## src/rtl/alu_pkg.sv

```systemverilog
// Shared types and constants for the ALU command issuer.
// Optional feature macro: ALU_OPCHK_EN (opcode legality checking).
package alu_pkg;

    localparam int OPCODE_W = 4;
    localparam logic [OPCODE_W-1:0] OPC_MIN = 4'd1;
    localparam logic [OPCODE_W-1:0] OPC_MAX = 4'd9;

    // Default response field widths, matching the issuer's default parameters
    localparam int RSP_WIDTH = 32;
    localparam int RSP_TAG_W = 4;

    typedef enum logic [1:0] {
        IDLE = 2'd0,
        HOLD = 2'd1,
        CAPT = 2'd2
    } issuer_state_t;

    typedef struct packed {
        logic [RSP_WIDTH-1:0] result;
        logic [RSP_TAG_W-1:0] tag;
        logic                 err;
    } rsp_t;

    // True when the opcode is one the ALU implements
    function automatic logic opcode_legal(input logic [OPCODE_W-1:0] opc);
        return (opc >= OPC_MIN) && (opc <= OPC_MAX);
    endfunction

endpackage

```

## src/rtl/alu_cmd_issuer_if.sv

```systemverilog
// Command, ALU-side and response signals of the ALU command issuer.
// The slave modport is the issuer; the master modport is the surrounding system.
interface alu_cmd_issuer_if
    import alu_pkg::*;
#(
    parameter int WIDTH = 32,
    parameter int TAG_W = 4
);

    logic                cmd_valid;
    logic                cmd_ready;
    logic [WIDTH-1:0]    cmd_op1;
    logic [WIDTH-1:0]    cmd_op2;
    logic [OPCODE_W-1:0] cmd_opcode;
    logic [TAG_W-1:0]    cmd_tag;

    logic [WIDTH-1:0]    alu_operand1;
    logic [WIDTH-1:0]    alu_operand2;
    logic [OPCODE_W-1:0] alu_opcode;
    logic [WIDTH-1:0]    alu_result;

    logic                rsp_valid;
    logic                rsp_ready;
    logic [WIDTH-1:0]    rsp_result;
    logic [TAG_W-1:0]    rsp_tag;
    logic                rsp_err;

    logic                busy;

    modport slave (
        input  cmd_valid, cmd_op1, cmd_op2, cmd_opcode, cmd_tag,
        input  alu_result,
        input  rsp_ready,
        output cmd_ready,
        output alu_operand1, alu_operand2, alu_opcode,
        output rsp_valid, rsp_result, rsp_tag, rsp_err,
        output busy
    );

    modport master (
        output cmd_valid, cmd_op1, cmd_op2, cmd_opcode, cmd_tag,
        output alu_result,
        output rsp_ready,
        input  cmd_ready,
        input  alu_operand1, alu_operand2, alu_opcode,
        input  rsp_valid, rsp_result, rsp_tag, rsp_err,
        input  busy
    );

endinterface

```

## src/rtl/alu_rsp_fifo.sv

```systemverilog
// Synchronous response FIFO. Pointers carry one extra wrap bit so that
// full and empty are told apart without a separate counter.
module alu_rsp_fifo #(
    parameter int DATA_W = 37,
    parameter int DEPTH  = 4
) (
    input  logic                     clk,
    input  logic                     rst_n,
    input  logic                     wr_en,
    input  logic [DATA_W-1:0]        din,
    input  logic                     rd_en,
    output logic [DATA_W-1:0]        dout,
    output logic                     full,
    output logic                     empty,
    output logic [$clog2(DEPTH):0]   count
);

    localparam int AW = $clog2(DEPTH);
    localparam logic [AW:0] PTR_ONE = (AW+1)'(1);

    logic [DATA_W-1:0] mem_q [DEPTH];
    logic [AW:0]       wr_ptr_q;
    logic [AW:0]       rd_ptr_q;
    logic              do_wr;
    logic              do_rd;

    assign do_wr = wr_en && !full;
    assign do_rd = rd_en && !empty;

    // Pointer update; reset discards every stored entry
    always_ff @(posedge clk or negedge rst_n) begin
        if (!rst_n) begin
            wr_ptr_q <= '0;
            rd_ptr_q <= '0;
        end else begin
            if (do_wr) wr_ptr_q <= wr_ptr_q + PTR_ONE;
            if (do_rd) rd_ptr_q <= rd_ptr_q + PTR_ONE;
        end
    end

    // Storage array, written only on an accepted write
    always_ff @(posedge clk) begin
        if (do_wr) mem_q[wr_ptr_q[AW-1:0]] <= din;
    end

    assign count = wr_ptr_q - rd_ptr_q;
    assign empty = (wr_ptr_q == rd_ptr_q);
    assign full  = (wr_ptr_q[AW] != rd_ptr_q[AW]) &&
                   (wr_ptr_q[AW-1:0] == rd_ptr_q[AW-1:0]);
    assign dout  = mem_q[rd_ptr_q[AW-1:0]];

endmodule

```

## src/rtl/alu_cmd_issuer.sv

```systemverilog
// Sequential front end for a combinational ALU: accepts a command, holds it
// on the ALU inputs for SETTLE cycles, samples the result and returns it with
// its tag through a response FIFO.
// Optional feature macro: ALU_OPCHK_EN -- illegal opcodes (0, 10..15) bypass
// the ALU and return {result=0, err=1}.
module alu_cmd_issuer
    import alu_pkg::*;
#(
    parameter int WIDTH      = 32,
    parameter int TAG_W      = 4,
    parameter int SETTLE     = 1,
    parameter int FIFO_DEPTH = 4
) (
    input  logic            clk,
    input  logic            rst_n,
    alu_cmd_issuer_if.slave bus
);

    localparam int               CNT_W       = $clog2(FIFO_DEPTH) + 1;
    localparam logic [CNT_W-1:0] DEPTH_CNT   = CNT_W'(FIFO_DEPTH);
    localparam logic [3:0]       SETTLE_INIT = 4'(SETTLE - 1);

`ifdef ALU_OPCHK_EN
    typedef struct packed {
        logic [WIDTH-1:0] result;
        logic [TAG_W-1:0] tag;
        logic             err;
    } entry_t;
`else
    typedef struct packed {
        logic [WIDTH-1:0] result;
        logic [TAG_W-1:0] tag;
    } entry_t;
`endif

    issuer_state_t       state_q;
    issuer_state_t       state_d;
    logic [3:0]          settle_q;
    logic [3:0]          settle_d;
    logic [WIDTH-1:0]    op1_q;
    logic [WIDTH-1:0]    op2_q;
    logic [OPCODE_W-1:0] opcode_q;
    logic [TAG_W-1:0]    tag_q;
`ifdef ALU_OPCHK_EN
    logic                err_q;
`endif

    logic                accept;
    logic                load_ops;
    logic                fifo_wr;
    logic                fifo_rd;
    logic                fifo_full;
    logic                fifo_empty;
    logic [CNT_W-1:0]    fifo_count;
    entry_t              wr_entry;
    entry_t              rd_entry;

    // A command can only be taken while idle and while the FIFO can still
    // hold its response; there is no separate in-flight slot.
    assign bus.cmd_ready = rst_n && (state_q == IDLE) && (fifo_count < DEPTH_CNT);
    assign accept        = bus.cmd_valid && bus.cmd_ready;

    // State and settle-counter registers
    always_ff @(posedge clk or negedge rst_n) begin
        if (!rst_n) begin
            state_q  <= IDLE;
            settle_q <= '0;
        end else begin
            state_q  <= state_d;
            settle_q <= settle_d;
        end
    end

    // Next-state logic: IDLE -> HOLD (settle countdown) -> CAPT -> IDLE
    always_comb begin
        state_d  = state_q;
        settle_d = settle_q;
        load_ops = 1'b0;
        fifo_wr  = 1'b0;
        case (state_q)
            IDLE: begin
                if (accept) begin
`ifdef ALU_OPCHK_EN
                    if (opcode_legal(bus.cmd_opcode)) begin
                        load_ops = 1'b1;
                        settle_d = SETTLE_INIT;
                        state_d  = HOLD;
                    end else begin
                        state_d  = CAPT;
                    end
`else
                    load_ops = 1'b1;
                    settle_d = SETTLE_INIT;
                    state_d  = HOLD;
`endif
                end
            end
            HOLD: begin
                if (settle_q == 4'd0) begin
                    state_d = CAPT;
                end else begin
                    settle_d = settle_q - 4'd1;
                end
            end
            CAPT: begin
                // Never full here: a slot was reserved when the command was taken
                fifo_wr = !fifo_full;
                state_d = IDLE;
            end
            default: state_d = IDLE;
        endcase
    end

    // ALU operand registers; they keep the last legal command when idle
    always_ff @(posedge clk or negedge rst_n) begin
        if (!rst_n) begin
            op1_q    <= '0;
            op2_q    <= '0;
            opcode_q <= '0;
        end else if (load_ops) begin
            op1_q    <= bus.cmd_op1;
            op2_q    <= bus.cmd_op2;
            opcode_q <= bus.cmd_opcode;
        end
    end

    // Tag (and rejection flag) of the command currently being processed
    always_ff @(posedge clk or negedge rst_n) begin
        if (!rst_n) begin
            tag_q <= '0;
`ifdef ALU_OPCHK_EN
            err_q <= 1'b0;
`endif
        end else if (accept) begin
            tag_q <= bus.cmd_tag;
`ifdef ALU_OPCHK_EN
            err_q <= !opcode_legal(bus.cmd_opcode);
`endif
        end
    end

    // Response entry assembled from the live ALU result in CAPT
    always_comb begin
        wr_entry.result = bus.alu_result;
        wr_entry.tag    = tag_q;
`ifdef ALU_OPCHK_EN
        wr_entry.err    = err_q;
        if (err_q) wr_entry.result = '0;
`endif
    end

    assign fifo_rd = bus.rsp_ready && !fifo_empty;

    alu_rsp_fifo #(
        .DATA_W ($bits(entry_t)),
        .DEPTH  (FIFO_DEPTH)
    ) u_rsp_fifo (
        .clk   (clk),
        .rst_n (rst_n),
        .wr_en (fifo_wr),
        .din   (wr_entry),
        .rd_en (fifo_rd),
        .dout  (rd_entry),
        .full  (fifo_full),
        .empty (fifo_empty),
        .count (fifo_count)
    );

    assign bus.alu_operand1 = op1_q;
    assign bus.alu_operand2 = op2_q;
    assign bus.alu_opcode   = opcode_q;

    // Response fields read as zero whenever nothing is queued
    assign bus.rsp_valid  = !fifo_empty;
    assign bus.rsp_result = fifo_empty ? '0 : rd_entry.result;
    assign bus.rsp_tag    = fifo_empty ? '0 : rd_entry.tag;
`ifdef ALU_OPCHK_EN
    assign bus.rsp_err    = !fifo_empty && rd_entry.err;
`else
    assign bus.rsp_err    = 1'b0;
`endif

    assign bus.busy = (state_q != IDLE) || !fifo_empty;

endmodule
```

## src/flat_wrapper.sv

```systemverilog
// flat-port wrapper written by rule: the top's interface ports become plain ports
module alu_cmd_issuer_flat import alu_pkg::*;
#(
    parameter int WIDTH      = 32,
    parameter int TAG_W      = 4,
    parameter int SETTLE     = 1,
    parameter int FIFO_DEPTH = 4
)
  (clk, rst_n, bus_cmd_valid, bus_cmd_op1, bus_cmd_op2, bus_cmd_opcode, bus_cmd_tag, bus_alu_result, bus_rsp_ready, bus_cmd_ready, bus_alu_operand1, bus_alu_operand2, bus_alu_opcode, bus_rsp_valid, bus_rsp_result, bus_rsp_tag, bus_rsp_err, bus_busy);
  alu_cmd_issuer_if #(.WIDTH(WIDTH), .TAG_W(TAG_W)) bus_i ();
  input  logic clk;
  input  logic rst_n;
  input wire logic [$bits(bus_i.cmd_valid)-1:0] bus_cmd_valid;
  input wire logic [$bits(bus_i.cmd_op1)-1:0] bus_cmd_op1;
  input wire logic [$bits(bus_i.cmd_op2)-1:0] bus_cmd_op2;
  input wire logic [$bits(bus_i.cmd_opcode)-1:0] bus_cmd_opcode;
  input wire logic [$bits(bus_i.cmd_tag)-1:0] bus_cmd_tag;
  input wire logic [$bits(bus_i.alu_result)-1:0] bus_alu_result;
  input wire logic [$bits(bus_i.rsp_ready)-1:0] bus_rsp_ready;
  output wire logic [$bits(bus_i.cmd_ready)-1:0] bus_cmd_ready;
  output wire logic [$bits(bus_i.alu_operand1)-1:0] bus_alu_operand1;
  output wire logic [$bits(bus_i.alu_operand2)-1:0] bus_alu_operand2;
  output wire logic [$bits(bus_i.alu_opcode)-1:0] bus_alu_opcode;
  output wire logic [$bits(bus_i.rsp_valid)-1:0] bus_rsp_valid;
  output wire logic [$bits(bus_i.rsp_result)-1:0] bus_rsp_result;
  output wire logic [$bits(bus_i.rsp_tag)-1:0] bus_rsp_tag;
  output wire logic [$bits(bus_i.rsp_err)-1:0] bus_rsp_err;
  output wire logic [$bits(bus_i.busy)-1:0] bus_busy;
  assign bus_i.cmd_valid = bus_cmd_valid;
  assign bus_i.cmd_op1 = bus_cmd_op1;
  assign bus_i.cmd_op2 = bus_cmd_op2;
  assign bus_i.cmd_opcode = bus_cmd_opcode;
  assign bus_i.cmd_tag = bus_cmd_tag;
  assign bus_i.alu_result = bus_alu_result;
  assign bus_i.rsp_ready = bus_rsp_ready;
  assign bus_cmd_ready = bus_i.cmd_ready;
  assign bus_alu_operand1 = bus_i.alu_operand1;
  assign bus_alu_operand2 = bus_i.alu_operand2;
  assign bus_alu_opcode = bus_i.alu_opcode;
  assign bus_rsp_valid = bus_i.rsp_valid;
  assign bus_rsp_result = bus_i.rsp_result;
  assign bus_rsp_tag = bus_i.rsp_tag;
  assign bus_rsp_err = bus_i.rsp_err;
  assign bus_busy = bus_i.busy;
  alu_cmd_issuer #(.WIDTH(WIDTH), .TAG_W(TAG_W), .SETTLE(SETTLE), .FIFO_DEPTH(FIFO_DEPTH)) u_core (.clk(clk), .rst_n(rst_n), .bus(bus_i));
endmodule
```

## config.mk

```make
export PLATFORM = sky130hd
export DESIGN_NAME = alu_cmd_issuer_flat
export DESIGN_NICKNAME = d
export VERILOG_FILES = /design/src/rtl/alu_pkg.sv /design/src/rtl/alu_cmd_issuer_if.sv /design/src/rtl/alu_rsp_fifo.sv /design/src/rtl/alu_cmd_issuer.sv /design/src/flat_wrapper.sv
export SDC_FILE = /design/constraint.sdc
export NUM_CORES = 1
export LEC_CHECK = 0
export ABC_AREA = 1
export ABC_CLOCK_PERIOD_IN_PS = 8500
export CAP_MARGIN = 25
export CORE_ASPECT_RATIO = 0.5
export CORE_MARGIN = 1.5
export CORE_UTILIZATION = 30
export CTS_CLUSTER_DIAMETER = 60
export DETAILED_ROUTE_END_ITERATION = 7
export SETUP_SLACK_MARGIN = 0.5
export SLEW_MARGIN = 10
export SYNTH_ARGS = -nofsm -noshare
export SYNTH_HDL_FRONTEND = slang
export SYNTH_SLANG_ARGS = --single-unit
```

## constraint.sdc

```tcl
create_clock -name clk -period 8.5 [get_ports clk]
set_clock_uncertainty 0.05 [all_clocks]
set_input_delay 1.7 -clock clk [delete_from_list [all_inputs] [get_ports clk]]
set_output_delay 1.7 -clock clk [all_outputs]
set_load 0.01 [all_outputs]
```

==> flow_summary_export.csv, run 1 <==
group,metric,value,unit
finish,final_common_cell,"clkdlybuf4s50_1",
finish,num-fill-cells,2917,
sta,hold_viol_final,0,
setup_path,crit_fanout,41,
clock_network,cts_htree_levels,1,
floorplan,pin_count,216,
synthesis,syn_area,9331,um2
flow_run,cap_violations,0,
setup_path,critPathCaptureType,"output pin",
placed_design,io_buffers,214,
hold_path,holdPathStages,2,
floorplan,die_w,252.4,um
power_and_ir_drop,p_per_area,356.2,nW/um2
clock_network,cts.clk_slew.worst_paths,0.06,ns
clock_network,clock_sinks,228,
setup_path,crit_family,"buffers and inverters",
global_routing,grt_pass1_wl,33.93,mm
setup_path,crit_type,"in2out",
setup_path,cp_data_arrival_time,3.27,ns
synthesis,yosysWarnings,0,
finish,area_growth,35.33,%
setup_path,crit_required,6.75,ns
floorplan,chipHeight,127.7,um
power_and_ir_drop,peakVddDrop,0.1961,mV
setup_path,cpMaxStageDelayCell,"clkdlybuf4s50_1",
finish,multi_input_area,2311,um2
detailed_routing,num_vias,6373,
clock_network,clock_path_buffers,3,
finish,num-nets-final,1153,
setup_path,critical_path_buf_inv_count,2,
clock_network,cts_tree,"built",
synthesis,synth-seq-cells,228,
floorplan,rows,45,
sta,hold_slack,0.4270,ns
detailed_routing,dr.pass1.iters,4,
power_and_ir_drop,p_leak,5.023,nW
finish,drive_gt1_share,9.497,%
setup_path,slowest_delay,0.55,ns
setup_path,path_depth,4,
sta,rsz0062_at_grt,"false",
synthesis,ys_types,24,
setup_path,start_kind,"input pin",
global_routing,grtUsageTotal,13.34,%
global_routing,globalRoute.totalOverflow,0,
detailed_routing,ant_nets,0,
status,outcome,"completed",
sta,slew_viol_final,0,
synthesis,synth_area_per_cell,11.24,um2
setup_path,reg2reg_depth,10,
clock_network,cts_buffers,23,
sta,min_period,5.019,ns
sta,worst_pin_slew,0.7860,ns
sta,setup_viol,0,
clock_network,hold_buffers,0,
detailed_routing,drc,0,
global_routing,antenna_found_initial,2,
detailed_routing,wire_per_inst,14.72,um
placed_design,gp_congestion,0.7382,
floorplan,core-area,30460,um2
synthesis,netlist_instances,830,
floorplan,start_util,30.63,%
detailed_routing,viasPerCell,4.315,
sta,tns,0,ns
clock_network,cts_root_buf,"clkbuf_16",
sta,setup_ws,3.481,ns
synthesis,synthesis.nets,946,
global_routing,grt_pass1_vias,6315,
floorplan,dieArea,32240,um2
placed_design,place_ws,3.441,ns
hold_path,hp-class,"reg2reg",
finish,regArea,6427,um2
setup_path,path_cells,"buf_4 > nor3b_2 > and3_1 > clkdlybuf4s50_1",
sta,slew_headroom,47.60,%
finish,final_cell_mix,"213 x clkdlybuf4s50_1, 154 x nor2_1, 144 x edfxtp_1",
global_routing,grt_max_degree,76,
clock_network,cts-resized-gates,0,
sta,fmax,199.3,MHz
clock_network,insertion_delay,0.51,ns
sta,period_share,59.04,%
detailed_routing,drt_iter0_markers,371,
placed_design,hpwl,14.25,mm
synthesis,ys_seq_area_share,68.87,%
detailed_routing,routed_wl,21.74,mm
clock_network,post-cts-setup-buffers,0,
==> tightest hold or removal path, cell delays in order, from the launching register on <==
cell,delay (ns)
dfrtp_1,0.34
nand2_1,0.06
o21ai_2,0.05
==> synthesized netlist by cell type <==
cell        n  area [um2]
and3_1      1       6.260
dfrtp_1    84        2102
clkbuf_1   13       48.80
inv_2       2       7.510
inv_1      90       337.8
buf_2      13       65.06
nand2_2     3       18.77
xor2_1      4       35.03
nor2_1    159       596.8
nand2_1    96       360.4
o21ai_0    98       490.5
buf_6      13       146.4
ha_1        8       100.1
edfxtp_1  144        4324
nand4_4     1       21.27
nor3b_2     1       12.51
a21oi_1    40       200.2
nor3_1      1       5.000
o21ai_2    42       367.9
o21ai_1     6       30.03
conb_1      1       3.750
buf_4       2       15.01
nand3_1     5       25.02
buf_1       3       11.26
==> worst paths after layout <==
path | start | endpoint | slack, ns
worst max-delay path | rst_n | bus_cmd_ready | 3.48
min in group asynchronous | rst_n | u_core.bus.alu_operand1[16] | 1.11
worst max register to register | u_core.u_rsp_fifo.rd_ptr_q[0] | u_core.settle_q[1] | 5.32
max in group asynchronous | rst_n | u_core.u_rsp_fifo.rd_ptr_q[0] | 6.22
worst min register to register | u_core.bus.alu_operand2[25] | u_core.bus.alu_operand2[25] | 0.43
worst min-delay path | u_core.bus.alu_operand2[25] | u_core.bus.alu_operand2[25] | 0.43
==> state kept, by name (all words and copies together) (netlist names) <==
name	flops
u_core.tag_q	4
u_core.u_rsp_fifo.rd_ptr_q	3
u_core.state_q	2
u_core.settle_q	4
u_core.u_rsp_fifo.wr_ptr_q	3
u_core.u_rsp_fifo.mem_q	144
u_core.bus.alu_operand2	32
u_core.bus.alu_operand1	32
u_core.bus.alu_opcode	4
==> power breakdown <==
group | internal [mW] | switching, mW | leakage, nW
Clock | 0.567 | 0.413 | 0.354
Combinational | 0.934 | 1.03 | 2.32
Sequential | 1.44 | 0.121 | 2.35
Total | 2.94 | 1.56 | 5.02
==> logic make-up (layout without fill, tap and decap cells) <==
family / Yosys count / after routing / share of synthesized area (%)
adders and majority gates: 8 / 8 / 1.073
and+or+nand+nor: 267 / 267 / 11.21
xor gates and xnor gates: 4 / 4 / 0.3754
other: 1 / 2 / 0.04019
AOI/OAI and AO/OA: 186 / 186 / 11.67
buffers and inverters: 136 / 359 / 6.771
DFF: 228 / 228 / 68.87
==> final cells by class <==
type | instances | area share (%)
Multi-Input combinational cell | 466 | 18.30
Clock inverter | 6 | 0.4954
Clock buffer | 35 | 5.231
Timing Repair Buffer | 226 | 18.13
Sequential cell | 228 | 50.90
Inverter | 92 | 2.735
Tap cell | 423 | 4.191
Antenna cell | 1 | 0.01982
==> stage by stage <==
stage	total power [mW]	utilization, %	area (um2)	cells
floorplan	2.605	-	9331	830
global placement	3.500	38.80	11820	1432
detailed placement	3.538	38.90	11850	1433
CTS	4.541	41.27	12570	1474
global route	4.808	41.46	12630	1477
finish	4.499	41.46	12630	1477
==> routing by layer <==
layer | routed length [um] | track usage [%] | part of all wire (%)
met2 | 11140 | 23.72 | 51
met5 | 0 | 0 | 0
met3 | 728 | 2.782 | 3.3
met1 | 9334 | 16.38 | 43
met4 | 541 | 3.980 | 2.5
(Power assumes the default switching activity.)
==> run 2: changes to the inputs <==
Settings changed: ABC_CLOCK_PERIOD_IN_PS 8500 to 4150.
Clock period 8.5 ns to 4.15 ns, I/O delays scaled along.
==> run 2 against run 1 <==
Against the previous run:
- sequential share of layout area about the same
- total power increased by 110%
- largest cell class unchanged
- register-to-register slack got worse by 3.8 ns
- critical path type is now reg2out
- routed wire length increased by 4.2%
- global-route usage increased by 0.74 points
- worst hold slack got worse by 0.017 ns
- final cell count increased by 0.34%
- flip-flop and latch count unchanged
- core utilization about the same
- critical endpoint is now bus_rsp_result[24]
- combinational power increased by 110%
- setup slack got worse by 2.8 ns
- critical path depth increased by 2
- highest routed layer unchanged
==> flow_summary_export.csv, run 2 (synthesized netlist as in run 1, its figures left out) <==
group,metric,value,unit
status,outcome,"completed",
global_routing,grtUsageTotal,14.07,%
floorplan,core-area,30460,um2
setup_path,cp_data_arrival_time,2.60,ns
finish,num-nets-final,1159,
global_routing,antenna_found_initial,0,
sta,rsz0062_at_grt,"false",
sta,fmax,287.2,MHz
global_routing,grt_pass1_vias,6309,
setup_path,cpMaxStageDelayCell,"clkdlybuf4s50_1",
sta,period_share,83.89,%
finish,layoutNonFillerInstCount,1482,
detailed_routing,drt_iter0_markers,346,
clock_network,insertion_delay,0.53,ns
global_routing,grt_pass1_wl,35.31,mm
hold_path,hp-class,"in2async",
clock_network,cts.clk_slew.worst_paths,0.06,ns
setup_path,crit_type,"reg2out",
clock_network,cts_root_buf,"clkbuf_16",
placed_design,placed_cells,1436,
finish,final_common_cell,"clkdlybuf4s50_1",
finish,final_cell_mix,"213 x clkdlybuf4s50_1, 154 x nor2_1, 144 x edfxtp_1",
setup_path,start_kind,"flip-flop",
finish,area_growth,35.37,%
setup_path,critPathCaptureType,"output pin",
power_and_ir_drop,p_int,5.954,mW
setup_path,path_cells,"ha_1 > nand2_1 > nor2_4 > buf_12 > a21oi_1 > clkdlybuf4s50_1",
power_and_ir_drop,clockPowerShare,20.8,%
placed_design,io_buffers,214,
global_routing,globalRoute.totalOverflow,0,
detailed_routing,routed_wl,22.65,mm
detailed_routing,ant_nets,0,
sta,slew_headroom,50.95,%
sta,worst_pin_slew,0.7358,ns
power_and_ir_drop,combPwrFrac,44.6,%
clock_network,cts_htree_levels,1,
finish,fin_area,12630,um2
setup_path,crit_required,3.27,ns
sta,setup_viol,0,
floorplan,die_w,252.4,um
flow_run,cap_violations,0,
setup_path,crit_fanout,14,
finish,n_antenna_cell,0,
power_and_ir_drop,p_switching,3.302,mW
detailed_routing,wire_per_inst,15.28,um
floorplan,pin_count,216,
power_and_ir_drop,p_leak,5.026,nW
clock_network,hold_buffers,0,
sta,hold_viol_final,0,
power_and_ir_drop,p_per_area,732.7,nW/um2
setup_path,slowest_delay,0.56,ns
sta,slew_viol_final,0,
power_and_ir_drop,p_sw_share,35.67,%
floorplan,rows,45,
clock_network,cts_buffers,23,
finish,drive_gt1_share,9.726,%
placed_design,gp_congestion,0.7507,
clock_network,cts_tree,"built",
clock_network,clock_sinks,228,
detailed_routing,viasPerCell,4.324,
power_and_ir_drop,pwr-share-seq,34.6,%
finish,largest_reg_flops,144,
power_and_ir_drop,peakVddDrop,0.2766,mV
floorplan,start_util,30.63,%
floorplan,chipHeight,127.7,um
detailed_routing,drc,0,
sta,tns,0,ns
sta,min_period,3.481,ns
clock_network,clock_path_buffers,3,
placed_design,placed_area,11880,um2
floorplan,dieArea,32240,um2
detailed_routing,dr.pass1.iters,6,
detailed_routing,num_vias,6408,
placed_design,hpwl,14.31,mm
global_routing,grt_max_degree,150,
[run 2: cell types whose count changed in the layout (fill, tap and decap cells not counted), moves of 2 or more]
cell	previous run	this run
buf_12	0	4
buf_16	3	0
clkinv_1	1	4
clkinv_2	1	3
nor2_4	5	7
buf_4	10	12
clkbuf_8	4	2
[run 2: critical path: cells and delay by family (launching register included)]
kind | cells | cell delay (ns)
buf+inv | 2 | 0.72
fa+ha+maj | 1 | 0.31
simple gates | 2 | 0.36
flops | 1 | 0.51
compound gates | 1 | 0.16
[run 2: layout make-up]
cell class                      instances  area [um2]
Fill cell                            2908       17830
Sequential cell                       228        6427
Multi-Input combinational cell        468        2333
Timing Repair Buffer                  230        2313
Clock buffer                           33       633.1
Tap cell                              423       529.3
Inverter                               92       345.3
Clock inverter                          8       50.05
[run 2: path summary, 6_finish.rpt]
path / start / endpoint / slack, ns / cells past startpoint
min in group clk: u_core.bus.alu_operand2[10] / u_core.bus.alu_operand2[10] / 0.43 / 2
max in group asynchronous: rst_n / u_core.bus.alu_operand1[13] / 2.68 / 3
worst min register to register: u_core.bus.alu_operand2[10] / u_core.bus.alu_operand2[10] / 0.43 / 2
worst min-delay path: rst_n / u_core.u_rsp_fifo.wr_ptr_q[0] / 0.41 / 2
worst max-delay path: u_core.u_rsp_fifo.rd_ptr_q[0] / bus_rsp_result[24] / 0.67 / 6
worst max register to register: u_core.u_rsp_fifo.rd_ptr_q[0] / u_core.u_rsp_fifo.mem_q[1][2] / 1.48 / 5
[run 2: per-stage QoR]
stage / power [mW] / util [%] / setup WS (ns) / hold WS [ns]
floorplan: 5.336 / - / 0.7317 / 0.4263
global placement: 7.225 / 38.99 / 0.9308 / 0.4150
detailed placement: 7.287 / 38.99 / 0.8578 / 0.4171
CTS: 9.387 / 41.39 / 0.5749 / 0.4305
global route: 9.906 / 41.47 / 0.5202 / 0.4542
finish: 9.256 / 41.47 / 0.6686 / 0.4103
[run 2: routing by layer]
metal | vias to the layer above | part of all wire, % | GRT usage [%] | wire [um]
met5 | - | 0 | 0 | 0
met4 | 0 | 1.9 | 3.698 | 427
met3 | 31 | 4.1 | 3.269 | 928
met2 | 98 | 51 | 24.97 | 11670
met1 | 3125 | 43 | 17.30 | 9629
li1 | 3154 | - | - | -
[run 2: repair_timing]
action	CTS	global route
setup endpoints to repair	38	7
gates resized for setup	2	1
buffers inserted	2	1
gates cloned	2	0
pin swaps	2	1
[run 2: power groups by stage]
stage | Clock (mW) | Sequential, mW | Combinational [mW]
after detailed placement | 0 | 3.25 | 4.04
after CTS | 2.00 | 3.21 | 4.18
final | 1.92 | 3.20 | 4.13
after global routing | 2.09 | 3.27 | 4.55
after global placement | 0 | 3.22 | 4.00
after floorplan | 0 | 3.35 | 1.99
==> run 3: changes to the inputs <==
Settings changed: ABC_CLOCK_PERIOD_IN_PS 4150 to 3600.
Clock period 4.15 ns to 3.6 ns, I/O delays scaled along.
==> run 3 against run 2 <==
Against the previous run:
- final cell count up 0.81%
- final area rose by 1.3%
- die area is the same
- first-iteration DRC count up 11%
- register-to-register slack worse by 0.48 ns
- global-route usage rose by 0.52 points
- routed wire length up 3.6%
- setup slack worse by 0.26 ns
- critical path depth rose by 1
- critical endpoint is now bus_rsp_result[20]
==> flow_summary_export.csv, run 3 (synthesized netlist as in run 1, its figures left out) <==
group,metric,value,unit
status,outcome,"completed",
global_routing,globalRoute.totalOverflow,0,
setup_path,slowest_delay,0.55,ns
floorplan,start_util,30.63,%
sta,period_share,88.56,%
sta,tns,0,ns
setup_path,start_kind,"flip-flop",
power_and_ir_drop,peakVddDrop,0.3359,mV
power_and_ir_drop,p_leak,5.200,nW
global_routing,grt_max_degree,63,
setup_path,reg2reg_from,"u_core.u_rsp_fifo.wr_ptr_q[1]",
sta,worst_pin_slew,0.8748,ns
floorplan,core-area,30460,um2
detailed_routing,wire_per_inst,15.71,um
sta,hold_viol_final,0,
setup_path,critPathCaptureType,"output pin",
finish,final_cell_mix,"181 x clkdlybuf4s50_1, 154 x nor2_1, 144 x edfxtp_1",
finish,fin_area,12800,um2
setup_path,crit_family,"buffers and inverters",
floorplan,pin_count,216,
setup_path,critical_path_buf_inv_count,3,
clock_network,cts_htree_levels,1,
setup_path,crit_fanout,10,
sta,slew_viol_final,0,
sta,setup_viol,0,
setup_path,crit_type,"reg2out",
setup_path,crit_required,2.83,ns
sta,slew_headroom,41.57,%
setup_path,cpMaxStageDelayCell,"clkdlybuf4s50_1",
setup_path,cp_data_arrival_time,2.42,ns
sta,fmax,313.7,MHz
floorplan,dieArea,32240,um2
finish,num-nets-final,1170,
placed_design,io_buffers,214,
detailed_routing,ant_nets,0,
power_and_ir_drop,p_per_area,846.6,nW/um2
clock_network,cts_root_buf,"clkbuf_16",
detailed_routing,drt_iter0_markers,383,
sta,min_period,3.188,ns
sta,rsz0062_at_grt,"true",
global_routing,grt_pass1_wl,36.72,mm
clock_network,cts.clk_slew.worst_paths,0.07,ns
finish,drive_gt1_share,11.20,%
global_routing,grt_pass1_vias,6632,
finish,n_antenna_cell,0,
placed_design,gp_congestion,0.7569,
setup_path,reg2reg_to,"u_core.bus.alu_operand1[19]",
clock_network,clock_path_buffers,3,
global_routing,grtUsageTotal,14.59,%
global_routing,antenna_found_initial,0,
clock_network,cts_tree,"built",
floorplan,chipHeight,127.7,um
floorplan,rows,45,
setup_path,r2r_slack,1.00,ns
detailed_routing,num_vias,6526,
detailed_routing,dr.pass1.iters,5,
hold_path,hp-class,"in2async",
clock_network,cts_buffers,23,
placed_design,hpwl,14.99,mm
flow_run,cap_violations,0,
floorplan,die_w,252.4,um
sta,hold_slack,0.2509,ns
finish,largest_reg_flops,144,
finish,final_common_cell,"clkdlybuf4s50_1",
detailed_routing,drc,0,
setup_path,reg2reg_depth,8,
finish,area_growth,37.15,%
setup_path,path_cells,"inv_1 > ha_1 > nand2_4 > nor2_4 > buf_12 > a21oi_1 > clkdlybuf4s50_1",
clock_network,clock_sinks,228,
placed_design,placed_area,11920,um2
clock_network,insertion_delay,0.53,ns
detailed_routing,routed_wl,23.48,mm
detailed_routing,viasPerCell,4.368,
-- run 3: worst register-to-register path: cells and delay by family, from the launching register on --
family	cells	cell delay [ns]
fa+ha+maj	1	0.38
flops	1	0.42
compound gates	1	0.08
simple gates	5	1.06
buf+inv	1	0.49
-- run 3: routing by layer --
| metal | track usage (%) | part of all wire, % | vias up | wire length [um] |
|---|---|---|---|---|
| met5 | 0 | 0 | - | 0 |
| met4 | 3.593 | 2.2 | 0 | 518 |
| met3 | 3.025 | 4.4 | 36 | 1037 |
| met2 | 25.78 | 50 | 132 | 11840 |
| met1 | 18.36 | 43 | 3169 | 10080 |
| li1 | - | - | 3189 | - |
-- run 3: worst max path at each step --
stage	startpoint	end	slack [ns]	cells past startpoint
6_report	u_core.u_rsp_fifo.wr_ptr_q[0]	bus_rsp_result[20]	0.41	7
5_1_grt	u_core.u_rsp_fifo.rd_ptr_q[0]	bus_rsp_tag[3]	0.30	5
4_1_cts	u_core.u_rsp_fifo.rd_ptr_q[0]	bus_rsp_result[29]	0.37	6
3_5_place_dp	u_core.u_rsp_fifo.rd_ptr_q[0]	bus_rsp_result[29]	0.47	5
3_3_place_gp	u_core.u_rsp_fifo.rd_ptr_q[0]	bus_busy	0.53	5
2_1_floorplan	u_core.u_rsp_fifo.rd_ptr_q[1]	u_core.u_rsp_fifo.mem_q[0][0]	0.23	7
-- run 3: area by class of cell --
class	count	area, um2
flip-flops and latches	228	6427
inverters	92	347.8
clock inverters	13	135.1
clock buffers	29	598.1
fillers	2894	17660
repair buffers	241	2420
multi-input cells	468	2341
well taps	423	529.3
-- run 3: report_power, final --
group / internal (mW) / leakage (nW) / switching (mW) / total (mW)
Clock: 1.34 / 0.352 / 1.04 / 2.37
Sequential: 3.39 / 2.35 / 0.292 / 3.68
Combinational: 2.16 / 2.50 / 2.62 / 4.78
-- run 3: stage by stage --
step                      util, %  total power [mW]  instances  setup slack [ns]
after global routing        42.02             11.57       1494            0.2978
after floorplan                 -             6.153        830            0.2315
after detailed placement    39.14             8.440       1439            0.4674
final                       42.02             10.84       1494            0.4119
after CTS                   41.94             10.98       1492            0.3722
after global placement      39.14             8.376       1439            0.5259
-- run 3: timing repair --
action	in CTS	in global routing
buffers inserted	9	2
pin swaps	4	2
gates resized for setup	39	3
hold buffers	0	0
endpoints found under the setup margin	39	10
endpoints found under the hold margin	0	0
gates cloned	2	0
